<file path="src/rtl/div_pkg.sv">
// Shared definitions for the divider arbiter and the SDivider datapath it feeds.
package div_pkg;

    localparam int unsigned BW_DSOR_DEF = 4;
    localparam int unsigned BW_DEND_DEF = 8;

    typedef enum logic [2:0] {
        S_IDLE      = 3'd0,
        S_START     = 3'd1,
        S_WAIT_BUSY = 3'd2,
        S_RUN       = 3'd3,
        S_DONE      = 3'd4,
        S_ABORT     = 3'd5
    } state_t;

endpackage

</file>
<file path="src/rtl/div_arbiter_rr_pick.sv">
// Combinational round-robin picker: first set request at or after (ptr+1) mod N.
module rr_pick #(
    parameter int unsigned N     = 4,
    parameter int unsigned bw_id = 2
) (
    input  logic [N-1:0]     req,
    input  logic [bw_id-1:0] ptr,
    output logic [N-1:0]     gnt,
    output logic [bw_id-1:0] idx,
    output logic             any
);

    int unsigned    k;
    logic [N-1:0]   rot;

    // Walk the candidates from farthest to nearest so the nearest one wins.
    always_comb begin
        gnt = '0;
        idx = '0;
        any = 1'b0;
        k   = 0;
        rot = '0;
        for (int unsigned i = N; i >= 1; i--) begin
            k   = (32'(ptr) + i) % N;
            rot = req >> k;
            if (rot[0]) begin
                idx = bw_id'(k);
                gnt = N'(1) << k;
                any = 1'b1;
            end
        end
    end

endmodule

</file>
<file path="src/rtl/div_arbiter.sv">
// Round-robin scheduler sharing one SDivider between N_REQ requesters, with a hung-divider watchdog.
module div_arbiter
    import div_pkg::*;
#(
    parameter int unsigned N_REQ   = 4,
    parameter int unsigned bw_id   = 2,
    parameter int unsigned bw_Dsor = BW_DSOR_DEF,
    parameter int unsigned bw_Dend = BW_DEND_DEF,
    parameter int unsigned TIMEOUT = 31
) (
    input  logic                       Clock,
    input  logic                       Reset_n,
    input  logic [N_REQ-1:0]           Req,
    input  logic [N_REQ*bw_Dsor-1:0]   ReqDsor,
    input  logic [N_REQ*bw_Dend-1:0]   ReqDend,
    output logic [N_REQ-1:0]           Gnt,
    output logic                       Done,
    output logic [bw_id-1:0]           DoneId,
    output logic [bw_Dend-1:0]         Quo,
    output logic                       Err,
    output logic                       DivStart,
    output logic [bw_Dsor-1:0]         DivDsor,
    output logic [bw_Dend-1:0]         DivDend,
    input  logic                       DivBusy,
    input  logic [bw_Dend-1:0]         DivQuo
);

    localparam int unsigned BW_CNT = $clog2(TIMEOUT + 1);

    state_t              state;
    logic [bw_id-1:0]    ptr;
    logic [bw_id-1:0]    id;
    logic                wait_cnt;
    logic [BW_CNT-1:0]   run_cnt;

    logic [N_REQ-1:0]    pick_gnt;
    logic [bw_id-1:0]    pick_idx;
    logic                pick_any;
    logic [bw_Dsor-1:0]  sel_dsor;
    logic [bw_Dend-1:0]  sel_dend;

    rr_pick #(.N(N_REQ), .bw_id(bw_id)) u_pick (
        .req (Req),
        .ptr (ptr),
        .gnt (pick_gnt),
        .idx (pick_idx),
        .any (pick_any)
    );

    assign sel_dsor = bw_Dsor'(ReqDsor >> (32'(pick_idx) * bw_Dsor));
    assign sel_dend = bw_Dend'(ReqDend >> (32'(pick_idx) * bw_Dend));

    // Result outputs are loaded on the transition into DONE/ABORT, so Done shows in that state.
    always_ff @(posedge Clock) begin
        if (!Reset_n) begin
            state    <= S_IDLE;
            ptr      <= bw_id'(N_REQ - 1);
            id       <= '0;
            wait_cnt <= 1'b0;
            run_cnt  <= '0;
            Gnt      <= '0;
            Done     <= 1'b0;
            DoneId   <= '0;
            Quo      <= '0;
            Err      <= 1'b0;
            DivStart <= 1'b0;
            DivDsor  <= '0;
            DivDend  <= '0;
        end else begin
            Gnt      <= '0;
            Done     <= 1'b0;
            Err      <= 1'b0;
            DivStart <= 1'b0;
            case (state)
                S_IDLE: begin
                    if (pick_any) begin
                        Gnt     <= pick_gnt;
                        DivDsor <= sel_dsor;
                        DivDend <= sel_dend;
                        id      <= pick_idx;
                        ptr     <= pick_idx;
                        state   <= S_START;
                    end
                end
                S_START: begin
                    // Hold off the start pulse while a previous job still reports Busy.
                    if (!DivBusy) begin
                        DivStart <= 1'b1;
                        wait_cnt <= 1'b0;
                        state    <= S_WAIT_BUSY;
                    end
                end
                S_WAIT_BUSY: begin
                    if (DivBusy) begin
                        run_cnt <= '0;
                        state   <= S_RUN;
                    end else if (wait_cnt) begin
                        Quo    <= '0;
                        Err    <= 1'b1;
                        Done   <= 1'b1;
                        DoneId <= id;
                        state  <= S_ABORT;
                    end else begin
                        wait_cnt <= 1'b1;
                    end
                end
                S_RUN: begin
                    if (!DivBusy) begin
                        Quo    <= DivQuo;
                        Done   <= 1'b1;
                        DoneId <= id;
                        state  <= S_DONE;
                    end else if (run_cnt == BW_CNT'(TIMEOUT - 1)) begin
                        Quo    <= '0;
                        Err    <= 1'b1;
                        Done   <= 1'b1;
                        DoneId <= id;
                        state  <= S_ABORT;
                    end else begin
                        run_cnt <= run_cnt + BW_CNT'(1);
                    end
                end
                S_DONE:  state <= S_IDLE;
                S_ABORT: state <= S_IDLE;
                default: state <= S_IDLE;
            endcase
        end
    end

endmodule
</file>
<file path="config.mk">
export PLATFORM = sky130hd
export DESIGN_NAME = div_arbiter
export DESIGN_NICKNAME = d
export VERILOG_FILES = /design/src/rtl/div_pkg.sv /design/src/rtl/div_arbiter_rr_pick.sv /design/src/rtl/div_arbiter.sv
export SDC_FILE = /design/constraint.sdc
export NUM_CORES = 1
export LEC_CHECK = 0
export CORE_MARGIN = 2
export CORE_UTILIZATION = 30
export CTS_CLUSTER_SIZE = 25
export DETAILED_ROUTE_END_ITERATION = 6
export PLACE_DENSITY_LB_ADDON = 0.12
export SYNTH_ARGS = -nofsm -noshare
export SYNTH_HDL_FRONTEND = slang
export SYNTH_SLANG_ARGS = --single-unit
</file>
<file path="constraint.sdc">
create_clock -name Clock -period 3.1 [get_ports Clock]
set_clock_uncertainty 0.2 [all_clocks]
set_input_delay 0.62 -clock Clock [delete_from_list [all_inputs] [get_ports Clock]]
set_output_delay 0.62 -clock Clock [all_outputs]
set_load 0.1 [all_outputs]
</file>
* Word-level counts from Yosys, hierarchy flattened
Cells that the tools add are included.
** Storage, ports and cells
- Output and inout port bits :: 29
- Register bits after elaboration :: 42
- Input port bits :: 63
** Cells by class
- Reduce and logical (&&, ||, !) cells :: 10
- Add/subtract/negate cells :: 5
- Mux-type cells :: 44
- Shift-type cells :: 10
- Equal/unequal tests :: 13
** Operators with widths (count)
- $mux 8 :: 4
- $shr 32x5->8 :: 1
- $mux 3 :: 6
- $mux 2 :: 8
- $mux 4 :: 4
- $pmux 8 s2 :: 1
- $shl 1x2->4 const A :: 4
- $shr 16x4->4 :: 1
- $shr 4x2->1 :: 4
- $mux 5 :: 3
- $ne 2x2->1 const B :: 7
- $mux 1 :: 12
- $pmux 3 s4 :: 1
- $reduce_and 4->1 :: 3
- $pmux 5 s2 :: 1
- $eq 3x2->1 const B :: 2
- $ne 3x3->1 const B :: 2
- $pmux 1 s2 :: 3
- $reduce_and 3->1 :: 2
- $add 5x1->5 const B :: 1
- $eq 5x5->1 const B :: 1
- $add 2x1->2 const B :: 2
- $add 2x2->2 const B :: 2
- $pmux 2 s2 :: 1
- other kinds (4) :: 6

* Depth between registers and ports, before layout
Gate-level depths: netlist of the first run.
- Depth in word-level cells :: 8
- Gate-level depth with buffers :: 12

* Cells and area by module
Synthesis of the first run repeated with hierarchy kept, for this count alone.
** Unflattened totals
- Cell total of the unflattened synthesis :: 266
- Area, all modules :: 2457.4 um^2
** Modules (own cells, without submodules)
- div_arbiter :: cells each 196, area each 1946.9 um^2, times used 1
- rr_pick :: cells each 70, area each 510.5 um^2, times used 1

* Worst setup path after synthesis of the first run
No wires, ideal clock.
- Path type :: reg-to-reg
- From :: reg ptr[1]
- To :: reg DivDend[0]
- Setup time :: 73 ps
- Cell stages (with the launch flop) :: 11
- Arrival time :: 2875 ps
- Slack :: -48 ps
- Cells stage by stage :: dfxtp_1 clkbuf_1 inv_1 ha_1 buf_2 mux4_2 o21bai_1 a221oi_1 clkbuf_1 o21ai_0 o211ai_2
** Between the ends
- Word-level cells in the longest chain between the ends :: 7
- Elaborated cells on any way between the ends :: 18
** Ends and longest elaborated chain
- start, declared :: RTL line div_arbiter.sv:31 : logic [bw_id-1:0] ptr;
- start signal, assigned :: RTL line div_arbiter.sv:57 : ptr <= bw_id'(N_REQ - 1);
- start signal, assigned :: RTL line div_arbiter.sv:81 : ptr <= pick_idx;
- $add 2x1->2 :: RTL line div_arbiter_rr_pick.sv:24 : k = (32'(ptr) + i) % N;
- $shr 4x2->1 :: RTL line div_arbiter_rr_pick.sv:25 : rot = req >> k;
- $mux 2 or $mux 1 (tied branches) (4 in a row) :: RTL line div_arbiter_rr_pick.sv:26 : if (rot[0]) begin
- $shr 32x5->8 or $reduce_and 2->1 (tied branches)
- end signal, assigned :: RTL line div_arbiter.sv:79 : DivDend <= sel_dend;
- end, declared :: RTL line div_arbiter.sv:23 : output logic [bw_Dend-1:0] DivDend,
Several ways; a longest one is shown, not always the timed one.
A chain may end at the register's enable or synchronous reset.

* Worst setup path after layout of the first run
- From :: in Req[2]
- To :: reg DivDend[7]
** Between the ends
- Word-level cells in the longest chain between the ends :: 6
- Elaborated cells on any way between the ends :: 14
** Ends and longest elaborated chain
- start, declared :: RTL line div_arbiter.sv:13 : input logic [N_REQ-1:0] Req,
- $shr 4x2->1 :: RTL line div_arbiter_rr_pick.sv:25
- $mux 2 or $mux 1 (tied branches) (4 in a row) :: RTL line div_arbiter_rr_pick.sv:26
- $shr 32x5->8 or $reduce_and 2->1 (tied branches)
Several ways; a longest one is shown, not always the timed one.

==> impl_metrics.json, run 1 <==
{
  "status": "completed",
  "wirelength_um": 7560,
  "core_area_um2": 8590,
  "synthArstFlopShare_pct": 0,
  "io_pins": 92,
  "setup_viol": 0,
  "ys_ff_latch": 42,
  "ys_types": 50,
  "cp_data_required_time_ns": 3.12,
  "clkSinkCount": 42,
  "synth_top_family_by_area": "compound AO/OA/AOI/OAI gates",
  "relSlewSlack_pct": 23.6,
  "syn-num-nets": 384,
  "synth_edf_count": 0,
  "cts_tree": "yes",
  "crit_cells": 6,
  "synth_top_area_share_pct": 32.2,
  "syn2layout_area_growth_pct": 44.9,
  "synthFlopType": "dfxtp_1",
  "syn_avg_cell_area_um2": 8.39,
  "syn_area_um2": 2610,
  "crit_chain": "clkdlybuf4s50_1 -> mux4_2 -> or3_1 -> and3_4 -> a2111o_1 -> o211ai_1",
  "synth_top_area_cell": "dfxtp_1",
  "rows": 34,
  "drt-initial-drc-count": 57,
  "viasPerCell": 5.06,
  "clock-root-buffer": "clkbuf_8",
  "clock.fmax_mhz": 360,
  "final_antenna_net_count": 0,
  "drv_slew": 0,
  "die_h_um": 97.3,
  "finalHoldViolCount": 0,
  "post-cts-setup-buffers": 0,
  "synth_mux_area_share_pct": 8.82,
  "grt_max_degree": 22,
  "p_total_mw": 2.41,
  "num_vias": 2637,
  "hold_buffers": 0,
  "rsz0062_at_grt": "false",
  "grtUsageTotal_pct": 15.7,
  "cts_resized": 0,
  "worst_path_largest_cell_delay_ns": 0.51,
  "clockBufferDepth": 2,
  "drv_cap": 0,
  "clk_latency_ns": 0.29,
  "synth_compound_area_share_pct": 27.0,
  "synthAdderAreaFrac_pct": 4.80,
  "grt_pass1_wl_um": 12300,
  "dr.pass1.iters": 5,
  "setup_slack_ns": 0.319,
  "drive_gt1_share_pct": 20.1,
  "yosys_warnings": 0,
  "dpl_worst_slack_ns": 0.0191,
  "yosys-top-cells-area": "dfxtp_1 (32%), mux2i_1 (5.4%), ha_1 (4.8%), nor2_1 (4.5%), a2111o_1 (4.3%)",
  "cts_buffers": 5,
  "arrival_ns": 2.80,
  "end_kind": "flip-flop",
  "fin_crit_sh_pct": 89.7,
  "utilization_pct": 44.0,
  "initial_utilization_pct": 30.4,
  "min_path_type": "reg -> reg",
  "fp.dieW_um": 97.3,
  "grt_pass1_vias": 2603,
  "pwr_density_cell_nw_per_um2": 638,
  "gr-total-overflow": 0,
  "worstSetupPathType": "in -> reg",
  "worst_pin_slew_ns": 1.13,
  "die_area_um2": 9460,
  "cp_slowest_cell": "mux4_2",
  "synth_xor_area_share_pct": 1.01,
  "wl_per_cell_um": 14.5,
  "layout_min_cycle_time_ns": 2.78,
  "hpwl_um": 5700,
  "crit_path_start_kind": "primary input",
  "diodes": 0,
  "p_leak_nw": 1.56,
  "antenna_found_initial": 0,
  "place.gp.congestion": 0.829,
  "path_buf_inv": 1,
  "seq_area_frac_synth_pct": 32.2,
  "io_buffer_count": 91,
  "crit_family": "simple AND/OR/NAND/NOR gates",
  "h-tree-depth": 2,
  "synth-simple-area-share_pct": 18.9,
  "setup_tns_ns": 0,
  "synth_cells": 311,
  "finalNetCount": 486,
  "clkTransAtPathRegs_ns": 0.08,
  "r2r_cells": 8,
  "cp_max_fo": 20,
  "whs_path_depth": 2,
  "drc": 0,
  "peakVddDrop_mv": 0.393
}
layout make-up:
cell class	count	area (um^2)
Inverter	17	63.8
Clock inverter	2	10.0
Tap cell	108	135
Multi-Input combinational cell	225	1580
Clock buffer	5	68.8
Timing Repair Buffer	122	1080
Fill cell	866	4810
Sequential cell	42	841
per-stage QoR:
step	area, um^2	hold WS, ns	cells
global route	3780	0.296	521
finish	3780	0.275	521
CTS	3780	0.281	521
floorplan	2610	0.277	311
global placement	3700	0.262	514
detailed placement	3700	0.260	514
report_power, final:
part           switching, mW  leakage, nW  internal, mW
Clock                  0.187       0.0438         0.151
Combinational          0.912         1.18         0.493
Sequential            0.0500        0.343         0.618
Total                   1.15         1.56          1.26
synthesized netlist by cell type (all sizes together), types with 2 or more instances:
cell,count
a2111o,10
a211o,2
a21oi,7
a22o,3
a22oi,10
a31oi,14
and2,2
and3,2
buf,6
clkbuf,21
dfxtp,42
ha,10
inv,17
mux2,2
mux2i,14
mux4,3
nand2,26
nand2b,3
nand3,2
nand3b,2
nand4,3
nor2,31
nor2b,17
nor3,3
nor4,2
o211ai,16
o21ai,18
o22ai,2
o311a,2
or2,2
xor2,3
flip-flops by register name (all words and copies together), names as in the netlist, 3 cells and up:
register	cells
DivDend	8
DivDsor	4
state	3
Gnt	4
run_cnt	5
Quo	8
tightest hold or removal path, delay by kind of cell (launching register included):
| family | cells | cell delay [ns] |
|---|---|---|
| flip-flops | 1 | 0.34 |
| AO/OA/AOI/OAI | 1 | 0.05 |
| AND/OR/NAND/NOR | 1 | 0.06 |
cells in the final DEF, fill, tap and decap left out, types with 14 or more instances in the layout:
| cell type | instances |
|---|---|
| buf_4 | 59 |
| o21ai_0 | 17 |
| nor2_1 | 31 |
| nor2b_1 | 17 |
| inv_1 | 17 |
| mux2i_1 | 14 |
| a31oi_1 | 14 |
| clkdlybuf4s50_1 | 62 |
| nand2_1 | 26 |
| dfxtp_1 | 42 |
kinds of logic after synthesis:
logic type               count (synthesis)
AND/OR/NAND/NOR                        100
AO/OA/AOI/OAI                           93
buffers and inverters                   44
flip-flops                              42
multiplexers                            19
adder cells (fa/ha/maj)                 10
XOR/XNOR                                 3
routing by layer:
metal	vias to the layer above	GRT usage (%)	wire length [um]
li1	1327	-	-
met1	1233	19.7	3440
met2	71	26.3	3550
met3	6	4.53	510
met4	0	4.27	68
met5	-	0	0
path summary, 6_finish.rpt:
| path | start | end | slack (ns) |
|---|---|---|---|
| hold reg to reg | DivDend[1]$_SDFFE_PN0P_ | DivDend[1]$_SDFFE_PN0P_ | 0.27 |
| hold / removal | DivDend[1]$_SDFFE_PN0P_ | DivDend[1]$_SDFFE_PN0P_ | 0.27 |
| setup / recovery | Req[2] | DivDend[7]$_SDFFE_PN0P_ | 0.32 |
| setup reg to reg | ptr[0]$_SDFFE_PN1P_ | DivDend[2]$_SDFFE_PN0P_ | 0.40 |
No activity file was read; power rests on OpenSTA's default activity.
==> run 2: changes to the inputs <==
--- a/config.mk
+++ b/config.mk
@@ -5,7 +5,6 @@
 export SDC_FILE = /design/constraint.sdc
 export NUM_CORES = 1
 export LEC_CHECK = 0
-export CORE_MARGIN = 2
 export CORE_UTILIZATION = 30
 export CTS_CLUSTER_SIZE = 25
 export DETAILED_ROUTE_END_ITERATION = 6
==> run 2 against run 1 <==
Against the previous run: maximum frequency hardly changed; global-route usage rose by 1.6 points; non-clock buffer count down 8; wire length fell by 0.53%; core utilization rose by 1.0 points; sequential share of layout area rose by 0.27 points; largest cell class unchanged; largest power group unchanged; critical path depth unchanged; flip-flop and latch count is the same; clock power is 30% higher.
==> impl_metrics.json, run 2 (same netlist as run 1, synthesis figures left out) <==
{
  "holdWs_ns": 0.286,
  "setup_viol": 0,
  "clkTransAtPathRegs_ns": 0.09,
  "peakVddDrop_mv": 0.486,
  "place.gp.congestion": 0.827,
  "relSlewSlack_pct": 30.3,
  "instances_no_fill": 511,
  "cp_slowest_cell": "mux4_2",
  "initial_utilization_pct": 31.4,
  "hold_buffers": 0,
  "r2r_cells": 8,
  "final_common_cell": "clkdlybuf4s50_1",
  "clkSinkCount": 42,
  "drv_slew": 0,
  "multi_input_area_um2": 1580,
  "p_leak_nw": 1.53,
  "fin_crit_sh_pct": 89.7,
  "drv_cap": 0,
  "wirelength_um": 7520,
  "cp_max_fo": 23,
  "gr-total-overflow": 0,
  "cts_tree": "yes",
  "wl_per_cell_um": 14.7,
  "path_buf_inv": 1,
  "placed_area_um2": 3620,
  "crit_path_start_kind": "primary input",
  "syn2layout_area_growth_pct": 43.2,
  "min-delay-start": "DivDend[6]$_SDFFE_PN0P_",
  "dr.pass1.iters": 4,
  "hold_end": "DivDend[6]$_SDFFE_PN0P_",
  "rr_startpoint": "ptr[0]$_SDFFE_PN1P_",
  "pwr_density_cell_nw_per_um2": 660,
  "finalInstanceArea_um2": 3730,
  "top_regs": "DivDend (8), Quo (8), run_cnt (5)",
  "cts_buffers": 5,
  "rows": 33,
  "final_cell_mix": "clkdlybuf4s50_1 (62), buf_4 (52), dfxtp_1 (42)",
  "h-tree-depth": 2,
  "cp_data_required_time_ns": 3.13,
  "antenna_found_initial": 0,
  "die_area_um2": 9070,
  "post-cts-setup-buffers": 0,
  "crit_family": "simple AND/OR/NAND/NOR gates",
  "grt_pass1_vias": 2428,
  "grt_max_degree": 24,
  "rsz0062_at_grt": "false",
  "num_vias": 2577,
  "finalHoldViolCount": 0,
  "r2r-end": "DivDend[2]$_SDFFE_PN0P_",
  "worstSetupPathType": "in -> reg",
  "regArea_um2": 841,
  "cts_resized": 0,
  "rrSetupSlack_ns": 0.44,
  "crit_chain": "clkdlybuf4s50_1 -> mux4_2 -> or3_1 -> and3_4 -> a2111o_1 -> o211ai_2",
  "p_total_mw": 2.46,
  "io_buffer_count": 91,
  "whs_path_depth": 2,
  "min_path_type": "reg -> reg",
  "drt-initial-drc-count": 89,
  "grtUsageTotal_pct": 17.3,
  "drive_gt1_share_pct": 18.5,
  "finalNetCount": 478,
  "io_pins": 92,
  "viasPerCell": 5.04,
  "clock.fmax_mhz": 360,
  "worst_path_largest_cell_delay_ns": 0.53,
  "clock-root-buffer": "clkbuf_8",
  "setup_tns_ns": 0,
  "diodes": 0,
  "layout_min_cycle_time_ns": 2.78,
  "hpwl_um": 5420,
  "end_kind": "flip-flop",
  "arrival_ns": 2.81,
  "die_h_um": 95.3,
  "clk_latency_ns": 0.29,
  "clockBufferDepth": 2,
  "grt_pass1_wl_um": 12200,
  "core_area_um2": 8300,
  "fillers": 840,
  "worst_pin_slew_ns": 1.04,
  "final_antenna_net_count": 0,
  "status": "completed",
  "drc": 0,
  "fp.dieW_um": 95.3,
  "dp_cells": 503
}
-- run 2: changes by cell type in the layout (fill, tap and decap cells not counted) --
cell and delta:
buf_12 -1, buf_4 -7, bufinv_16 +1, clkbuf_1 +1, clkinv_2 -2, clkinvlp_4 +1
-- run 2: routing by layer --
metal	routed length (um)	vias up	track usage, %	part of all wire, %
met1	3720	1197	25.0	49
met5	0	-	0	0
li1	-	1313	-	-
met4	46	0	3.79	0.61
met2	3350	63	25.5	45
met3	406	4	4.63	5.4
-- run 2: worst min-delay path, delay by kind of cell (launching register included) --
kind | cells | cell delay [ns]
AO/OA/AOI/OAI | 1 | 0.07
flip-flops | 1 | 0.32
AND/OR/NAND/NOR | 1 | 0.05
-- run 2: layout make-up --
class,count,share of cell area (%)
clock buffer,6,1.94
clock inverter,2,1.01
inverter,17,1.71
multi-input combinational,225,42.2
sequential,42,22.5
tap,105,3.52
timing repair buffer,114,27.1
-- run 2: how the worst max path moves through the flow --
stage                                   start                      end  slack [ns]  depth (start not counted)
after floorplan           ptr[1]$_SDFFE_PN1P_  DivDend[0]$_SDFFE_PN0P_        0.08                         10
after global placement                 Req[1]  DivDend[6]$_SDFFE_PN0P_        0.08                          6
after detailed placement               Req[1]  DivDend[7]$_SDFFE_PN0P_        0.03                          6
after CTS                              Req[1]  DivDend[4]$_SDFFE_PN0P_        0.35                          6
after global routing                   Req[0]  DivDsor[1]$_SDFFE_PN0P_        0.26                          6
final                                  Req[1]  DivDend[4]$_SDFFE_PN0P_        0.32                          6
-- run 2: through the flow --
stage | util, % | setup slack, ns
floorplan | - | 0.0789
global placement | 43.7 | 0.0820
detailed placement | 43.7 | 0.0313
CTS | 45.0 | 0.346
global route | 45.0 | 0.257
finish | 45.0 | 0.319
-- run 2: report_power, final --
part	internal (mW)	switching, mW
clock	0.241	0.201
combinational	0.445	0.908
sequential	0.618	0.0514
